===== src/rtl/sim_status_monitor.sv =====
// End-of-test detector: watches per-channel status words, latches PASS/FAIL/TIMEOUT,
// drains for DrainCycles and then pulses finish_o once.
module sim_status_monitor #(
    parameter int unsigned      Width         = 32,
    parameter int unsigned      NumChannels   = 2,
    parameter logic [Width-1:0] PassCode      = Width'(32'hDEADBEEF),
    parameter logic [Width-1:0] FailCode      = Width'(32'hBAADF00D),
    parameter int unsigned      StableCycles  = 1,
    parameter int unsigned      DrainCycles   = 7,
    parameter int unsigned      TimeoutCycles = 0,
    localparam int unsigned     ChanW         = (NumChannels > 1) ? $clog2(NumChannels) : 1,
    localparam int unsigned     CntW          = $clog2(StableCycles + 1),
    localparam int unsigned     DrainW        = $clog2(DrainCycles + 1)
) (
    input  logic                         clk_i,
    input  logic                         rst_i,
    input  logic [NumChannels-1:0]       en_i,
    input  logic [NumChannels*Width-1:0] code_i,
    output logic                         done_o,
    output logic                         pass_o,
    output logic                         fail_o,
    output logic                         timeout_o,
    output logic [ChanW-1:0]             fail_chan_o,
    output logic                         finish_o,
    output logic [31:0]                  cycle_count_o
);

    typedef enum logic [1:0] {StRun, StDrain, StDone} state_e;

    state_e                 r_state;
    logic [Width-1:0]       r_prev [NumChannels];
    logic [CntW-1:0]        r_cnt [NumChannels];
    logic [NumChannels-1:0] r_pass_seen;
    logic [DrainW-1:0]      r_drain_cnt;
    logic [31:0]            r_cycle_count;
    logic                   r_done;
    logic                   r_pass;
    logic                   r_fail;
    logic                   r_timeout;
    logic                   r_finish;
    logic [ChanW-1:0]       r_fail_chan;

    logic [Width-1:0]       w_code [NumChannels];
    logic [CntW-1:0]        w_cnt [NumChannels];
    logic [NumChannels-1:0] w_qual;
    logic [NumChannels-1:0] w_fail_hit;
    logic [NumChannels-1:0] w_pass_seen_d;
    logic [ChanW-1:0]       w_fail_chan;
    logic                   w_fail_any;
    logic                   w_all_pass;
    logic                   w_timeout_hit;

    // w_cnt is this cycle's run length minus one; it saturates so the compare stays valid.
    always_comb begin
        for (int k = 0; k < int'(NumChannels); k++) begin
            w_code[k] = code_i[k*Width +: Width];
            w_cnt[k]  = '0;
            if (w_code[k] == r_prev[k]) begin
                if (r_cnt[k] == CntW'(StableCycles)) begin
                    w_cnt[k] = r_cnt[k];
                end else begin
                    w_cnt[k] = r_cnt[k] + CntW'(1);
                end
            end
            w_qual[k]        = en_i[k] && ((32'(w_cnt[k]) + 32'd1) >= StableCycles);
            w_fail_hit[k]    = w_qual[k] && (w_code[k] == FailCode);
            w_pass_seen_d[k] = r_pass_seen[k] || (w_qual[k] && (w_code[k] == PassCode));
        end
    end

    always_comb begin
        w_fail_chan = '0;
        for (int k = int'(NumChannels) - 1; k >= 0; k--) begin
            if (w_fail_hit[k]) begin
                w_fail_chan = ChanW'(k);
            end
        end
        w_fail_any    = |w_fail_hit;
        // Disabled channels count as passed, but an all-disabled monitor never passes.
        w_all_pass    = (|en_i) && (&(w_pass_seen_d | ~en_i));
        w_timeout_hit = (TimeoutCycles != 0) && (r_cycle_count == 32'(TimeoutCycles - 1));
    end

    always_ff @(posedge clk_i) begin
        if (rst_i) begin
            for (int k = 0; k < int'(NumChannels); k++) begin
                r_prev[k] <= '0;
                r_cnt[k]  <= '0;
            end
        end else begin
            for (int k = 0; k < int'(NumChannels); k++) begin
                r_prev[k] <= w_code[k];
                r_cnt[k]  <= en_i[k] ? w_cnt[k] : '0;
            end
        end
    end

    always_ff @(posedge clk_i) begin
        if (rst_i) begin
            r_state       <= StRun;
            r_pass_seen   <= '0;
            r_drain_cnt   <= '0;
            r_cycle_count <= '0;
            r_done        <= 1'b0;
            r_pass        <= 1'b0;
            r_fail        <= 1'b0;
            r_timeout     <= 1'b0;
            r_finish      <= 1'b0;
            r_fail_chan   <= '0;
        end else begin
            unique case (r_state)
                StRun: begin
                    r_pass_seen <= w_pass_seen_d;
                    if (w_fail_any || w_all_pass || w_timeout_hit) begin
                        r_done      <= 1'b1;
                        r_state     <= StDrain;
                        r_drain_cnt <= '0;
                        r_finish    <= (DrainCycles == 1);
                        if (w_fail_any) begin
                            r_fail      <= 1'b1;
                            r_fail_chan <= w_fail_chan;
                        end else if (w_all_pass) begin
                            r_pass <= 1'b1;
                        end else begin
                            r_timeout <= 1'b1;
                        end
                    end else if (r_cycle_count != '1) begin
                        r_cycle_count <= r_cycle_count + 32'd1;
                    end
                end
                StDrain: begin
                    if (r_drain_cnt == DrainW'(DrainCycles - 1)) begin
                        r_state  <= StDone;
                        r_finish <= 1'b0;
                    end else begin
                        r_drain_cnt <= r_drain_cnt + DrainW'(1);
                        r_finish    <= ((r_drain_cnt + DrainW'(1)) == DrainW'(DrainCycles - 1));
                    end
                end
                StDone: begin
                    r_finish <= 1'b0;
                end
                default: begin
                    r_state <= StRun;
                end
            endcase
        end
    end

    assign done_o        = r_done;
    assign pass_o        = r_pass;
    assign fail_o        = r_fail;
    assign timeout_o     = r_timeout;
    assign fail_chan_o   = r_fail_chan;
    assign finish_o      = r_finish;
    assign cycle_count_o = r_cycle_count;

endmodule


===== config.mk =====
export PLATFORM = sky130hd
export DESIGN_NAME = sim_status_monitor
export DESIGN_NICKNAME = d
export VERILOG_FILES = /design/src/rtl/sim_status_monitor.sv
export SDC_FILE = /design/constraint.sdc
export NUM_CORES = 1
export LEC_CHECK = 0
export BUFFER_PORTS_ARGS = -buffer_cell sky130_fd_sc_hd__clkbuf_2
export CAP_MARGIN = 20
export CORE_UTILIZATION = 46
export DETAILED_ROUTE_END_ITERATION = 12
export PLACE_DENSITY = 0.83
export SETUP_SLACK_MARGIN = 0.02
export SYNTH_ARGS = -nofsm -noshare
export SYNTH_HDL_FRONTEND = slang
export SYNTH_SLANG_ARGS = --single-unit

===== constraint.sdc =====
create_clock -name clk_i -period 3.7 [get_ports clk_i]
set_clock_uncertainty 0.1 [all_clocks]
set_input_delay 0.185 -clock clk_i [delete_from_list [all_inputs] [get_ports clk_i]]
set_output_delay 0.185 -clock clk_i [all_outputs]
set_load 0.05 [all_outputs]

### After elaboration in Yosys (flattened, before gate mapping)

Memory sizes are Yosys's and may differ from the RTL's.
Cells that the tools add are included.

| storage, ports and cells | value |
|---|---|
| flip-flop bits (word level) | 45 |
| latch bits | 0 |
| RAM bits | 66 |
| memory bits (read-only) | 0 |
| input bits | 68 |
| word-level logic and storage cells | 92 |
| memories | 2 |

| cells by class | value |
|---|---|
| add/subtract/negate cells | 6 |
| $mul | 0 |
| divide/modulo/power cells | 0 |
| magnitude comparators | 2 |
| eq/ne operators | 14 |
| shifts and indexed selects | 0 |
| muxes and demuxes | 24 |
| bitwise gates (word level) | 10 |
| reduce and logical (&&, ||, !) cells | 24 |

Memory list:

| memory | words | bits a word | read ports | clocked after Yosys merged registers in | write ports | line | text |
|---|---|---|---|---|---|---|---|
| r_prev | 2 | 32 | 2 | 0 | 2 | 31 | `logic [Width-1:0] r_prev [NumChannels];` |
| r_cnt | 2 | 1 | 2 | 0 | 2 | 32 | `logic [CntW-1:0] r_cnt [NumChannels];` |

Operators by type and width:

| operator | count |
|---|---|
| 32-bit equality test, second input constant | 4 |
| 32-bit equality test | 2 |
| 32-bit 2-to-1 mux | 2 |
| 32-bit by 1-bit adder with 32-bit output, second input constant | 1 |
| 32-bit inequality test, second input constant | 1 |
| 1-bit 2-to-1 mux | 15 |
| 3-bit AND reduction | 4 |
| 4-bit AND reduction | 2 |
| 1-bit logical AND | 7 |
| 3-bit equality test, second input constant | 2 |
| 3-bit 2-to-1 mux | 2 |
| 2-bit inequality test, second input constant | 3 |
| 2-bit one-hot mux with 3 select lines | 1 |
| 3-bit one-hot mux with 2 select lines | 1 |
| 2-bit AND reduction | 3 |
| 1-bit by 1-bit adder with 2-bit output, second input constant | 2 |
| 2-bit by 1-bit greater-or-equal comparator with 1-bit output, second input constant | 2 |
| 2-bit 2-to-1 mux | 2 |
| 1-bit inverter | 4 |
| 1-bit OR | 4 |
| 2-bit OR reduction | 2 |
| 3-bit by 1-bit adder with 3-bit output, second input constant | 1 |
| 1-bit logical OR | 3 |
| 1-bit one-hot mux with 3 select lines | 1 |
| 8 further kinds | 9 |

### Logic depth before layout (Yosys ltp)

Gate-level depths: netlist of the first run.
An unclocked memory read counts as a cell.

| logic depth | value |
|---|---|
| depth after elaboration | 15 |
| mapped depth | 10 |
| depth with buffers taken out | 8 |

### Worst setup path after synthesis of the first run

No wires, ideal clock.

| path | value |
|---|---|
| path kind | register to register |
| start | register r_cycle_count[24] (netlist: cycle_count_o[24]) |
| end | register r_cycle_count[5] (netlist: cycle_count_o[5]) |
| library setup time | 0.123 ns |
| arrival | 2.301 ns |
| data required time | 3.477 ns |
| path slack | 1.176 ns |
| stages on the path, launching flop included | 8 |
| path buffers | 0 |
| path through | dfxtp_1 -> nand4_1 -> or2_1 -> or3_1 -> nand4b_1 -> nor3_1 -> and3_1 -> mux2_1 |

| between the ends | value |
|---|---|
| cells in the longest elaborated chain, start to end | 2 |

RTL lines:

| what | line | text |
|---|---|---|
| start: declaration | 35 | `logic [31:0] r_cycle_count;` |
| start signal: assignment | 128 | `r_cycle_count <= r_cycle_count + 32'd1;` |
| 32-bit inequality test | 127 | `end else if (r_cycle_count != '1) begin` |
| 3-bit AND reduction (no line) | -- |  |

No other way between the ends.
A chain may end at the register's enable or synchronous reset.

### Worst setup path in the final report of the first run

| path | value |
|---|---|
| start | register r_cycle_count[0] (netlist: cycle_count_o[0]) |
| end | register r_cycle_count[5] (netlist: cycle_count_o[5]) |

| between the ends | value |
|---|---|
| cells in the longest elaborated chain, start to end | 2 |
| elaborated cells between the ends (all ways) | 3 |

RTL lines:

| what |
|---|
| branches (longest 2 deep; another with 32-bit by 1-bit adder with 32-bit output) |

Parallel ways; which one is timed is not known.

==> flow_metrics.py, run 1 <==
metrics = {
    "status": {
        "status": "finished, final reports clean",
    },
    "critical_path": {
        "reg2reg_depth": 8,
        "required_ns": 3.80,
        "criticalPathCategory": "reg2reg",
        "endpoint": "cycle_count_o[5]",
        "worst_r2r_endpoint": "cycle_count_o[5]",
        "worstSetupStartpointType": "register",
        "r2r_start": "cycle_count_o[0]",
        "critPathMaxFanout": 6,
        "crit_arrival_ns": 2.58,
        "reg2reg_slack_ns": 1.22,
        "endpoint_kind": "register",
        "cp-startpoint": "cycle_count_o[0]",
    },
    "sta": {
        "max_slew_margin_pct": 35.8,
        "max_freq_mhz": 403,
        "finalCriticalPeriod_ns": 2.48,
        "finalCritPeriodShare_pct": 67.1,
        "fin_ws_ns": 1.22,
        "hold_viol_final": 0,
        "tightest_slew_ns": 0.963,
        "fin_hold_ws_ns": 0.120,
        "maxSlewViolCount": 0,
        "setup_violations": 0,
        "rsz0062_at_grt": "false",
        "tns_ns": 0,
    },
    "global_route": {
        "grt_max_degree": 50,
        "grt-ovfl-total": 0,
        "track_usage_pct": 24.7,
        "grt_pass1_wl_mm": 12.0,
        "grt_pass1_vias": 2707,
        "antenna_found_initial": 0,
    },
    "yosys": {
        "ys_types": 51,
        "synthXorXnorAreaFrac_pct": 2.34,
        "synth_top_area_share_pct": 34.4,
        "synth-simple-area-share_pct": 38.9,
        "syn_area_um2": 2620,
        "synth_adder_area_share_pct": 1.91,
        "synth_mux_area_share_pct": 4.63,
        "async_reset_ff_share_pct": 0,
        "yosysTopAreaCell": "dfxtp_1",
        "ys_ff_latch": 45,
        "synth.area.top_cells": "dfxtp_1, nand4_1, nor2_1",
        "synthFlopType": "dfxtp_1",
        "syn-num-nets": 392,
        "syn_inst": 320,
        "ys_warn_count": 0,
        "syn_avg_cell_area_um2": 8.18,
        "synth_top_family_by_area": "simple AND/OR/NAND/NOR gates",
        "synth_edf_count": 0,
        "yosysSeqAreaShare_pct": 34.4,
        "synth-compound-area-share_pct": 13.3,
    },
    "power": {
        "clockPowerShare_pct": 38.4,
        "p_comb_share_pct": 12.5,
        "power_frac_seq_pct": 49.1,
        "switching_share_pct": 25.1,
        "p_switching_w": 0.000256,
        "p_per_area_nw_per_um2": 310,
        "p_leak_nw": 1.32,
        "power.internal_w": 0.000763,
        "peakVddDrop_mv": 0.199,
    },
    "place": {
        "dpl.hpwl_mm": 5.33,
        "place_ws_ns": 1.01,
        "postPlaceCellArea_um2": 3180,
        "place.gp.congestion": 0.834,
        "portBuffers": 105,
    },
    "worst_hold_path": {
        "worstHoldStart": "code_i[29]",
        "min_path_type": "in2reg",
    },
    "finish": {
        "multi_input_area_um2": 1600,
        "utilization_pct": 59.8,
        "seq_area_um2": 901,
        "area_growth_pct": 25.8,
        "final_cell_mix": "clkbuf_2, dfxtp_1, nor2_1",
        "final_common_cell": "clkbuf_2",
        "nets": 491,
        "n_antenna_cell": 0,
        "drive_gt1_share_pct": 29.5,
        "design_area_um2": 3290,
        "fillers": 514,
    },
    "clock_network": {
        "tritoncts": "yes",
        "cts.sinks": 45,
        "clock_latency_ns": 0.31,
        "cts_buffer_depth": 2,
        "h-tree-depth": 2,
        "cts_buffers": 5,
        "cts_setup_buffers": 0,
        "root_buffer": "clkbuf_8",
        "postCtsHoldBufs": 0,
        "cts_resized": 0,
        "clkTransAtPathRegs_ns": 0.08,
    },
    "run": {
        "cap_violations": 0,
    },
    "floorplanning": {
        "die_width_um": 77.5,
        "dieArea_um2": 6000,
        "rows": 27,
        "die_y_um": 77.5,
        "core-area_um2": 5510,
        "num_io_pins": 106,
        "start_util_pct": 47.6,
    },
    "detailed_routing": {
        "wl_mm": 6.99,
        "firstDrtPassIters": 4,
        "drcViolationCount": 0,
        "num_vias": 2818,
        "wl_per_cell_um": 14.2,
        "ant_nets": 0,
        "vias_per_cell": 5.73,
        "drtIter0Drc": 223,
    },
}
[through the flow]
step	cells	power, W
2_1_floorplan	320	0.000584
3_3_place_gp	484	0.000634
3_5_place_dp	484	0.000638
4_1_cts	492	0.00103
5_1_grt	492	0.00106
6_report	492	0.00102
[power groups by stage]
stage	clock network (W)	logic [W]	registers (W)
detailed placement	0	0.000126	0.000512
global route	0.000417	0.000140	0.000502
finish	0.000391	0.000127	0.000501
floorplan	0	0.0000545	0.000530
CTS	0.000398	0.000127	0.000501
global placement	0	0.000122	0.000511
[final cells by class]
type,instances,area share [%]
inverter,10,1.14
clock buffer,7,2.62
timing repair buffer,108,16.6
tap,72,2.74
multi-input combinational,249,48.6
sequential,45,27.4
clock inverter,1,0.912
[registers in the layout, indices dropped and copies added, names as in the netlist]
| signal | count |
|---|---|
| cycle_count_o | 32 |
| r_drain_cnt | 3 |
| r_pass_seen | 2 |
| r_state | 2 |
| done_o | 1 |
| fail_chan_o | 1 |
| fail_o | 1 |
| finish_o | 1 |
| pass_o | 1 |
| timeout_o | 1 |
[worst max-delay path: stages (launching register included)]
cell      delay (ns)
dfxtp_1         0.36
ha_1            0.28
and4_1          0.22
nand4_1         0.09
or3_1           0.13
nand4b_1        0.15
nor3_1          0.49
and3_1          0.24
mux2_1          0.32
[per-layer routing]
metal	share of wire, %	GRT usage [%]	up-vias
met3	4.5	3.88	13
li1	-	-	1420
met4	1.8	11.5	0
met1	46	32.2	1307
met5	0	0	-
met2	48	39.7	78
[synth_stat cells (2+ instances only)]
cell	n
or3_1	3
nor2_1	32
nand4bb_1	3
o31a_1	2
nor4_2	2
and4_1	9
xnor2_1	7
nor3_1	5
or4_1	10
a21oi_1	21
buf_6	2
a211oi_1	2
inv_1	10
nand4_1	22
o21ai_0	5
o21a_1	2
mux2i_1	2
nand4b_1	6
a21o_1	2
nand3b_1	3
nor4_1	15
mux2_1	5
nor2b_1	13
ha_1	4
dfxtp_1	45
nand2_1	19
nand3_1	16
and3_1	5
nand2b_1	4
o31ai_1	10
mux2_2	4
clkbuf_1	11
[cells by family (layout without fill, tap and decap cells)]
logic type / count (synthesis) / count (layout)
AND/OR/NAND/NOR: 173 / 173
adder cells (fa/ha/maj): 4 / 4
multiplexers: 11 / 11
XOR/XNOR: 7 / 7
flip-flops: 45 / 45
AO/OA/AOI/OAI: 54 / 54
buffers and inverters: 26 / 126
[worst min path at each step]
stage,cells past startpoint,slack [ns],to
finish,4,0.12,r_pass_seen[0]
global route,4,0.15,r_pass_seen[0]
CTS,4,0.11,r_pass_seen[0]
detailed placement,2,0.34,r_pass_seen[1]
floorplan,2,0.29,fail_o
global placement,2,0.34,r_pass_seen[1]
No activity file was read; power rests on OpenSTA's default activity.
==> run 2, diff against run 1 <==
--- a/config.mk
+++ b/config.mk
@@ -7,7 +7,7 @@
 export LEC_CHECK = 0
 export BUFFER_PORTS_ARGS = -buffer_cell sky130_fd_sc_hd__clkbuf_2
 export CAP_MARGIN = 20
-export CORE_UTILIZATION = 46
+export CORE_UTILIZATION = 44
 export DETAILED_ROUTE_END_ITERATION = 12
 export PLACE_DENSITY = 0.83
 export SETUP_SLACK_MARGIN = 0.02
==> constraint.sdc (replaced) <==
create_clock -name clk_i -period 2 [get_ports clk_i]
set_clock_uncertainty 0.1 [all_clocks]
set_input_delay 0.1 -clock clk_i [delete_from_list [all_inputs] [get_ports clk_i]]
set_output_delay 0.1 -clock clk_i [all_outputs]
set_load 0.05 [all_outputs]
==> flow_metrics.py, run 2 (synthesis results as in run 1) <==
metrics = {
    "critical_path": {
        "worst_r2r_endpoint": "cycle_count_o[17]",
        "endpoint_kind": "register",
        "criticalPathCategory": "reg2reg",
        "reg2reg_depth": 5,
        "r2r_start": "cycle_count_o[5]",
        "worstSetupStartpointType": "register",
        "required_ns": 2.11,
        "critPathMaxFanout": 6,
        "crit_arrival_ns": 2.30,
        "reg2reg_slack_ns": -0.20,
    },
    "detailed_routing": {
        "ant_nets": 0,
        "vias_per_cell": 6.27,
        "firstDrtPassIters": 5,
        "drcViolationCount": 0,
        "num_vias": 3569,
        "wl_mm": 10.8,
        "wl_per_cell_um": 19.0,
        "drtIter0Drc": 287,
    },
    "worst_hold_path": {
        "min_path_type": "in2reg",
        "whs_endpoint": "r_pass_seen[1]",
        "hold_path_depth": 5,
        "worstHoldStart": "code_i[44]",
    },
    "floorplanning": {
        "dieArea_um2": 6260,
        "rows": 27,
        "die_width_um": 79.1,
        "start_util_pct": 46.7,
        "die_y_um": 79.1,
        "core-area_um2": 5610,
        "num_io_pins": 106,
    },
    "place": {
        "place_ws_ns": -0.148,
        "place_inst": 541,
        "dpl.hpwl_mm": 6.29,
        "portBuffers": 105,
        "place.gp.congestion": 0.831,
    },
    "finish": {
        "final_cell_mix": "clkbuf_2, buf_4, nor2_1",
        "largest_reg_flops": 32,
        "nets": 568,
        "final_common_cell": "clkbuf_2",
        "area_growth_pct": 64.8,
        "instances_no_fill": 569,
        "n_antenna_cell": 0,
        "drive_gt1_share_pct": 56.7,
        "utilization_pct": 77.0,
    },
    "sta": {
        "fin_hold_ws_ns": 0.120,
        "finalCriticalPeriod_ns": 2.20,
        "rsz0062_at_grt": "true",
        "max_freq_mhz": 455,
        "maxSlewViolCount": 0,
        "fin_ws_ns": -0.199,
        "hold_viol_final": 0,
        "max_slew_margin_pct": 72.4,
        "tightest_slew_ns": 0.413,
        "finalCritPeriodShare_pct": 110,
        "setup_violations": 26,
    },
    "run": {
        "cap_violations": 0,
    },
    "power": {
        "peakVddDrop_mv": 0.394,
        "p_per_area_nw_per_um2": 453,
        "p_leak_nw": 1.81,
        "total_power_w": 0.00196,
    },
    "global_route": {
        "antenna_found_initial": 0,
        "grt_pass1_vias": 3144,
        "track_usage_pct": 28.1,
        "grt_max_degree": 27,
        "grt_pass1_wl_mm": 14.1,
        "grt-ovfl-total": 0,
    },
    "clock_network": {
        "cts_buffer_depth": 2,
        "cts_buffers": 5,
        "h-tree-depth": 2,
        "cts.sinks": 45,
        "tritoncts": "yes",
        "clock_latency_ns": 0.31,
        "root_buffer": "clkbuf_8",
        "clkTransAtPathRegs_ns": 0.10,
        "postCtsHoldBufs": 0,
    },
    "status": {
        "status": "finished, violations left",
        "violations": "negative setup slack",
    },
}
## run 2: cell count changes in the layout (fill, tap and decap cells not counted), sizes merged
cell / previous run / this run
buf: 3 / 77
clkbuf: 112 / 113
clkdlybuf4s15: 0 / 1
clkinv: 0 / 1
## run 2: layer usage
metal | up-vias | global-route usage [%] | wire length [um]
li1 | 1566 | - | -
met1 | 1709 | 33.8 | 4320
met2 | 224 | 49.8 | 5230
met3 | 70 | 4.60 | 699
met4 | 0 | 10.2 | 542
met5 | - | 0 | 0
## run 2: final cells by class
type	instances	area [um^2]
tap	72	90.1
clock buffer	6	72.6
fill	336	1290
sequential	45	1010
timing repair buffer	185	1200
multi-input combinational	249	1870
clock inverter	2	33.8
inverter	10	37.5
## run 2: critical path, cell delays in order (launching register included)
cell and delay, ns:
dfxtp_4 0.36, and4_4 0.27, and4_2 0.31, nand3_1 0.28, or4_1 0.53, a21oi_1 0.25
## run 2: worst max-delay path by stage
stage	from	end	slack, ns	cells past startpoint
finish	cycle_count_o[5]	cycle_count_o[17]	-0.20	5
global route	cycle_count_o[2]	cycle_count_o[19]	-0.23	7
CTS	cycle_count_o[24]	cycle_count_o[5]	-0.11	7
detailed placement	cycle_count_o[1]	cycle_count_o[5]	-0.15	8
global placement	cycle_count_o[1]	cycle_count_o[5]	-0.13	8
floorplan	cycle_count_o[1]	cycle_count_o[15]	-0.17	8
## run 2: per-stage QoR
stage / cell area [um^2] / setup TNS [ns]
after floorplan: 2810 / -0.880
after global placement: 3770 / -0.744
after detailed placement: 3770 / -1.09
after CTS: 3940 / -0.250
after global routing: 4320 / -3.41
final: 4320 / -1.83
## run 2: power breakdown
group	total (W)	internal [W]	switching (W)
Combinational	0.000370	0.000170	0.000199
Clock	0.000696	0.000370	0.000326
Sequential	0.000891	0.000880	0.0000118
Total	0.00196	0.00142	0.000537
## run 2: timing repair
action / in CTS / in global routing
setup buffers: 3 / 13
endpoints found under the setup margin: 12 / 29
pin swaps: 10 / 28
hold endpoints to repair: 0 / 0
resized for setup: 10 / 50
gates cloned: 0 / 4
==> run 3, diff against run 2 <==
--- a/config.mk
+++ b/config.mk
@@ -10,7 +10,7 @@
 export CORE_UTILIZATION = 44
 export DETAILED_ROUTE_END_ITERATION = 12
 export PLACE_DENSITY = 0.83
-export SETUP_SLACK_MARGIN = 0.02
+export SETUP_SLACK_MARGIN = 0.2
 export SYNTH_ARGS = -nofsm -noshare
 export SYNTH_HDL_FRONTEND = slang
 export SYNTH_SLANG_ARGS = --single-unit
==> flow_metrics.py, run 3 (synthesis results as in run 1) <==
metrics = {
    "critical_path": {
        "cp_slowest_stage_delay_ns": 0.36,
        "criticalPathCategory": "reg2reg",
        "worstPathCellList": "and4_4 > buf_6 > nand3_4 > nor2_2 > nand4_1 > nor2_2 > buf_6 > nor4_4 > mux2_4",
        "cp_slowest_cell": "dfxtp_4",
        "worstSetupStartpointType": "register",
        "critPathMaxFanout": 6,
        "crit_arrival_ns": 2.34,
        "required_ns": 2.10,
        "path_buf_inv": 2,
        "endpoint_kind": "register",
        "crit_family": "simple AND/OR/NAND/NOR gates",
    },
    "place": {
        "place.gp.congestion": 0.909,
        "portBuffers": 105,
        "place_ws_ns": -0.0948,
        "dpl.hpwl_mm": 6.51,
    },
    "power": {
        "p_switching_w": 0.000570,
        "clockPowerShare_pct": 30.3,
        "p_comb_share_pct": 22.0,
        "power.internal_w": 0.00131,
        "p_per_area_nw_per_um2": 397,
        "switching_share_pct": 30.3,
        "peakVddDrop_mv": 0.402,
        "p_leak_nw": 1.96,
        "power_frac_seq_pct": 47.7,
    },
    "sta": {
        "max_freq_mhz": 447,
        "rsz0062_at_grt": "true",
        "fin_ws_ns": -0.239,
        "hold_viol_final": 0,
        "finalCritPeriodShare_pct": 112,
        "max_slew_margin_pct": 68.5,
        "fin_hold_ws_ns": 0.0600,
        "tightest_slew_ns": 0.468,
        "setup_violations": 30,
        "maxSlewViolCount": 0,
        "finalCriticalPeriod_ns": 2.24,
    },
    "global_route": {
        "track_usage_pct": 35.5,
        "grt_pass1_wl_mm": 17.1,
        "grt_pass1_vias": 3580,
        "grt-ovfl-total": 0,
        "grt_max_degree": 29,
        "antenna_found_initial": 0,
    },
    "floorplanning": {
        "start_util_pct": 46.7,
        "core-area_um2": 5610,
        "die_width_um": 79.1,
        "num_io_pins": 106,
        "dieArea_um2": 6260,
        "rows": 27,
        "die_y_um": 79.1,
    },
    "clock_network": {
        "clkTransAtPathRegs_ns": 0.09,
        "cts_buffers": 5,
        "cts.sinks": 45,
        "h-tree-depth": 2,
        "root_buffer": "clkbuf_8",
        "clock_latency_ns": 0.31,
        "cts_buffer_depth": 2,
        "tritoncts": "yes",
    },
    "finish": {
        "area_growth_pct": 81.0,
        "nets": 585,
        "drive_gt1_share_pct": 64.6,
        "n_antenna_cell": 0,
        "final_common_cell": "clkbuf_2",
        "largest_reg_flops": 32,
        "final_cell_mix": "clkbuf_2, buf_4, dfxtp_4",
    },
    "detailed_routing": {
        "firstDrtPassIters": 5,
        "num_vias": 4031,
        "drcViolationCount": 0,
        "wl_per_cell_um": 25.0,
        "vias_per_cell": 6.88,
        "ant_nets": 0,
        "drtIter0Drc": 621,
        "wl_mm": 14.7,
    },
    "worst_hold_path": {
        "min_path_type": "in2reg",
    },
    "run": {
        "cap_violations": 0,
    },
    "status": {
        "violations": "negative setup slack",
        "status": "finished, violations left",
    },
}
## run 3: path summary, 6_finish.rpt
check / start / endpoint / slack, ns / cells after the start
worst max register to register: cycle_count_o[6] / cycle_count_o[8] / -0.24 / 9
worst min register to register: done_o / done_o / 0.38 / 1
worst min-delay path: rst_i / cycle_count_o[10] / 0.06 / 2
worst max-delay path: cycle_count_o[6] / cycle_count_o[8] / -0.24 / 9
## run 3: per-stage QoR
step | cells | total power [W] | instance area [um^2] | util, % | TNS, ns
floorplan | 320 | 0.00106 | 2830 | - | -0.843
global placement | 548 | 0.00119 | 3840 | 68.6 | -0.168
detailed placement | 548 | 0.00120 | 3840 | 68.6 | -0.920
CTS | 569 | 0.00177 | 4270 | 76.1 | -0.00572
global route | 586 | 0.00193 | 4740 | 84.5 | -4.79
finish | 586 | 0.00188 | 4740 | 84.5 | -3.81
## run 3: power by group through the flow
| stage | clock network (W) | registers, W | logic (W) |
|---|---|---|---|
| global placement | 0 | 0.000911 | 0.000278 |
| CTS | 0.000552 | 0.000892 | 0.000328 |
| finish | 0.000571 | 0.000896 | 0.000414 |
| detailed placement | 0 | 0.000913 | 0.000289 |
| floorplan | 0 | 0.000955 | 0.000108 |
| global route | 0.000610 | 0.000896 | 0.000424 |
## run 3: timing repair
action | CTS | global route
hold endpoints to repair | 0 | 0
resized for setup | 58 | 69
pin swaps | 30 | 38
buffers inserted | 12 | 15
cloned | 1 | 2
endpoints found under the setup margin | 31 | 38
hold buffers | 0 | 0
## run 3: area by class of cell
cell class,count,area [um^2]
multi-input cells,249,2160
flip-flops and latches,45,1010
inverters,10,37.5
fillers,266,867
well taps,72,90.1
clock buffers,8,80.1
repair buffers,202,1370
## run 3: per-layer routing
layer / up-vias / global-route usage, % / routed length (um)
met5: - / 0 / 0
met4: 0 / 26.4 / 1260
met3: 138 / 7.82 / 1540
met2: 423 / 58.9 / 6750
met1: 1875 / 39.8 / 5120
li1: 1595 / - / -
